[src/rtl/demux4_pkg.sv]
// Shared constants and channel-state type for the demux4_stream block.
package demux4_pkg;

  localparam int unsigned NUM_CH = 4;
  localparam int unsigned SEL_W  = 2;
  localparam int unsigned STAT_W = 16;

  typedef enum logic {
    CH_EMPTY = 1'b0,
    CH_FULL  = 1'b1
  } ch_state_t;

endpackage

[src/rtl/demux4_slot.sv]
// One-entry channel buffer: EMPTY/FULL state machine plus the data register.
module demux4_slot
  import demux4_pkg::*;
#(
  parameter int unsigned DATA_W = 8
) (
  input  logic              clk,
  input  logic              rst_n,
  input  logic              i_load,
  input  logic [DATA_W-1:0] i_data,
  input  logic              i_ready,
  output logic              o_valid,
  output logic [DATA_W-1:0] o_data
);

  ch_state_t         r_state;
  ch_state_t         w_next;
  logic [DATA_W-1:0] r_data;

  always_ff @(posedge clk or negedge rst_n) begin
    if (!rst_n) begin
      r_state <= CH_EMPTY;
    end else begin
      r_state <= w_next;
    end
  end

  // A load while FULL is only possible when the consumer drains in the same
  // cycle, so load takes priority over the drain and the slot stays FULL.
  always_comb begin
    w_next = r_state;
    unique case (r_state)
      CH_EMPTY: if (i_load) w_next = CH_FULL;
      CH_FULL:  if (i_ready && !i_load) w_next = CH_EMPTY;
      default:  w_next = CH_EMPTY;
    endcase
  end

  always_ff @(posedge clk or negedge rst_n) begin
    if (!rst_n) begin
      r_data <= '0;
    end else if (i_load) begin
      r_data <= i_data;
    end
  end

  assign o_valid = (r_state == CH_FULL);
  assign o_data  = r_data;

endmodule

[src/rtl/demux4_stream.sv]
// Registered 1-to-4 valid/ready stream demultiplexer with per-channel buffers.
// Optional per-channel accepted-word counters enabled by DEMUX4_STATS_EN.
module demux4_stream
  import demux4_pkg::*;
#(
  parameter int unsigned DATA_W = 8
) (
  input  logic                     clk,
  input  logic                     rst_n,
  input  logic                     in_valid,
  output logic                     in_ready,
  input  logic [SEL_W-1:0]         in_sel,
  input  logic [DATA_W-1:0]        in_data,
  output logic [NUM_CH-1:0]        out_valid,
  input  logic [NUM_CH-1:0]        out_ready,
`ifdef DEMUX4_STATS_EN
  output logic [NUM_CH*DATA_W-1:0] out_data,
  input  logic                     stat_clr,
  output logic [NUM_CH*STAT_W-1:0] stat_cnt
`else
  output logic [NUM_CH*DATA_W-1:0] out_data
`endif
);

  logic [NUM_CH-1:0] w_full;
  logic [NUM_CH-1:0] w_load;
  logic              w_xfer;
  logic              r_run;

  // Holds in_ready low during reset and until the first edge after release.
  always_ff @(posedge clk or negedge rst_n) begin
    if (!rst_n) begin
      r_run <= 1'b0;
    end else begin
      r_run <= 1'b1;
    end
  end

  assign in_ready  = r_run && (!w_full[in_sel] || out_ready[in_sel]);
  assign w_xfer    = in_valid && in_ready;
  assign out_valid = w_full;

  for (genvar gi = 0; gi < NUM_CH; gi++) begin : g_ch
    assign w_load[gi] = w_xfer && (in_sel == SEL_W'(gi));

    demux4_slot #(
      .DATA_W (DATA_W)
    ) u_slot (
      .clk     (clk),
      .rst_n   (rst_n),
      .i_load  (w_load[gi]),
      .i_data  (in_data),
      .i_ready (out_ready[gi]),
      .o_valid (w_full[gi]),
      .o_data  (out_data[gi*DATA_W +: DATA_W])
    );
  end

`ifdef DEMUX4_STATS_EN
  logic [STAT_W-1:0] r_cnt [NUM_CH];

  always_ff @(posedge clk or negedge rst_n) begin
    if (!rst_n) begin
      for (int unsigned ch = 0; ch < NUM_CH; ch++) r_cnt[ch] <= '0;
    end else if (stat_clr) begin
      for (int unsigned ch = 0; ch < NUM_CH; ch++) r_cnt[ch] <= '0;
    end else begin
      for (int unsigned ch = 0; ch < NUM_CH; ch++) begin
        if (w_load[ch] && (r_cnt[ch] != '1)) begin
          r_cnt[ch] <= r_cnt[ch] + STAT_W'(1);
        end
      end
    end
  end

  for (genvar gs = 0; gs < NUM_CH; gs++) begin : g_stat
    assign stat_cnt[gs*STAT_W +: STAT_W] = r_cnt[gs];
  end
`endif

endmodule

[config.mk]
export PLATFORM = sky130hd
export DESIGN_NAME = demux4_stream
export DESIGN_NICKNAME = d
export VERILOG_FILES = /design/src/rtl/demux4_pkg.sv /design/src/rtl/demux4_slot.sv /design/src/rtl/demux4_stream.sv
export SDC_FILE = /design/constraint.sdc
export NUM_CORES = 1
export LEC_CHECK = 0
export ABC_AREA = 0
export CORE_AREA = 8 8 68 70
export DETAILED_ROUTE_END_ITERATION = 12
export DIE_AREA = 0 0 76 78
export GPL_TIMING_DRIVEN = 0
export HOLD_SLACK_MARGIN = 0.08
export PLACE_DENSITY_LB_ADDON = 0.12
export SLEW_MARGIN = 20
export SYNTH_ARGS = -nofsm -noshare
export SYNTH_HDL_FRONTEND = slang
export SYNTH_SLANG_ARGS = --single-unit
export TNS_END_PERCENT = 1
[constraint.sdc]
create_clock -name clk -period 1.7 [get_ports clk]
set_input_delay 0.17 -clock clk [delete_from_list [all_inputs] [get_ports clk]]
set_output_delay 0.17 -clock clk [all_outputs]
set_load 0.1 [all_outputs]
==> run summary <==
Status: complete, but fails checks
Failing checks: setup timing
Total GRT Usage: 12.2%
Iter 0 DRT Violations: 38
Psw: 1.92 mW
Die Wd: 76 µm
Largest net degree at the start of global routing: 27
P&R area growth vs syn: 50.4%
Routability cong.: 0.742
Syn Inst Count: 95
Minimum clock period: 1.72 ns
Share of layout cells above drive strength 1: 60.1%
Max Freq: 580 MHz
Hold WS: 0.143 ns
TritonRoute pass-1 iters: 4
TNS Setup: -0.0230 ns
Synthesized area per cell: 15.7 µm²
Overall Power: 3.60 mW
Synthesized flop and latch total: 37
TritonCTS clock tree: done
Worst rel slew slack: 62.8%
Area occupied by multi-input gates: 558 µm²
Antenna Nets Post-Route: 0
DR WL/cell: 17.0 µm
Vias in the first global route: 1088
Synth top area share: 62.0%
Final Hold Fails: 0
Max cap viols: 0
Max Slew Vio Count: 0
Routed via count: 995
First-pass GRT wire length: 5660 µm
Inserted Diodes: 0
Longest Clk Path Bufs: 2
Final net count: 174
Core area: 0.00355 mm²
Startpoint types: register
Final period util: 101%
Synth unique cells: 20
Switching power share of the total: 53.3%
Gr ovfl total: 0
Sequential Power Share: 31.9%
Placed Instances: 196
Crit path max fanout: 3
Non-filler instance count after layout: 206
Antenna violations before repair: 0
Cell taking the most area after synthesis: dfrtp_1
CP arrival: 1.55 ns
Post-Route Skew: 0.00729 ns
Vias/cell: 4.83
CTS root buf: clkbuf_4
LEAKAGE: 0.984 nW
Setup CP Type: reg2out
Final Util: 63.3%
Net Count, Synth: 112
Row count: 22
Fill count: 281
Pwr Density: 1600 mW/mm²
Peak supply drop: 0.000916 V
Chip height: 78 µm
Port Buf Inserts: 52
CTS H-tree depth: 2
Yosys warning count: 0
Synthesized cell area: 0.00149 mm²
Clock-pin slew on the worst setup and hold paths: 0.11 ns
Clk sink count: 37
Clock network fraction of total power: 13.8%
Starting Density: 42.1%
Final WL: 3510 µm
Final Instance Area: 0.00225 mm²
RSZ-0062 raised after global routing: yes
Place WS: -1.07 ns
Worst-Margin Slew: 0.557 ns
Cell Area, Placed: 0.00210 mm²
Hold WC Path Type: in2reg
IO Pins: 54
Setup ws final: -0.0230 ns
Final setup fails: 1
Num CTS Buffers: 5
Register area: 927 µm²
Internal power: 1.68 mW
Top cells by area, synth: dfrtp_1 62%, mux2_2 24%, buf_4 2.5%
Critical Path RT: 1.53 ns
CP endpoint kind: primary output
Clk_lat worst skew: 0.34 ns
Logic gate share of total power: 54.3%
Register area share after synthesis: 62.0%
Die area: 0.00593 mm²
Drc violations: 0
FF-to-FF setup slack: 0.12 ns
## final cells by class
type	count	share of cell area (%)
inverters	1	0.167
repair buffers	55	26.5
clock buffers	6	2.28
multi-input cells	52	24.8
plain buffers	5	1.67
flip-flops and latches	37	41.3
clock inverters	2	0.612
well taps	48	2.67
## cell usage in the layout, fill, tap and decap left out, types with 2 or more instances in the layout
cell and n:
a21oi_4 2, buf_12 2, nand2_1 2, buf_4 9, clkdlybuf4s15_2 33, nand3_2 2, nand2b_1 3, clkbuf_4 5
mux2_2 32, clkdlybuf4s50_1 13, dfrtp_1 36
## repair_timing
action / 4_1_cts / 5_1_grt
hold buffers: 1 / 0
endpoints found under the setup margin: 37 / 9
resized for setup: 121 / 1
hold endpoints to repair: 37 / 0
buffers inserted: 1 / 0
pin swaps: 1 / 0
## synthesized netlist by cell type (all sizes together)
cell type  instances
nand3              2
mux2i              1
o311ai             1
conb               1
nand2b             3
nor2               1
a21o               1
nand2              2
and3               1
inv                1
o21ai              1
buf                5
nand4b             1
a21oi              2
nand4              1
mux2              32
nor3b              1
dfrtp             37
or4bb              1
## sequential cells by signal (all words and copies together) (netlist names)
signal,cells
r_run,1
g_ch.u_slot.o_valid,4
g_ch.u_slot.o_data,32
## power groups by stage
stage,logic (mW),clock network [mW],registers (mW)
2_1_floorplan,0.246,0,2.43
3_3_place_gp,1.99,0,1.16
3_5_place_dp,2.01,0,1.17
4_1_cts,1.97,0.517,1.15
5_1_grt,2.01,0.553,1.18
6_report,1.96,0.497,1.15
## cells by family after synthesis
logic type / synth area share (%)
and+or+nand+nor: 7.37
muxes: 24.8
buffers and inverters: 2.76
DFF: 62.0
AOI/OAI and AO/OA: 2.85
other: 0.251
## critical path: stages, from the launching register on
cell	delay [ns]
dfrtp_1	0.38
or4bb_4	0.48
o311ai_4	0.11
a21oi_4	0.06
buf_12	0.18
## layer usage
layer  up-vias  routed length [µm]  GRT usage (%)  share of wire, %
met2        28                1820           21.2                52
met4         0                  43           4.12               1.2
met1       497                1340           12.2                38
li1        463                   -              -                 -
met5         -                   0              0                 0
met3         7                 302           6.68               8.6
## worst paths after layout
path	start	end	cells after the start
max	g_ch[1].u_slot.o_valid	in_ready	4
min	in_sel[0]	g_ch[2].u_slot.o_valid	2
max reg2reg	r_run	g_ch[2].u_slot.o_data[6]	3
min reg2reg	g_ch[3].u_slot.o_data[6]	g_ch[3].u_slot.o_data[6]	1
max in group asynchronous	rst_n	r_run	3
min in group asynchronous	rst_n	g_ch[2].u_slot.o_data[1]	2
Power figures use the tool's default switching activity.
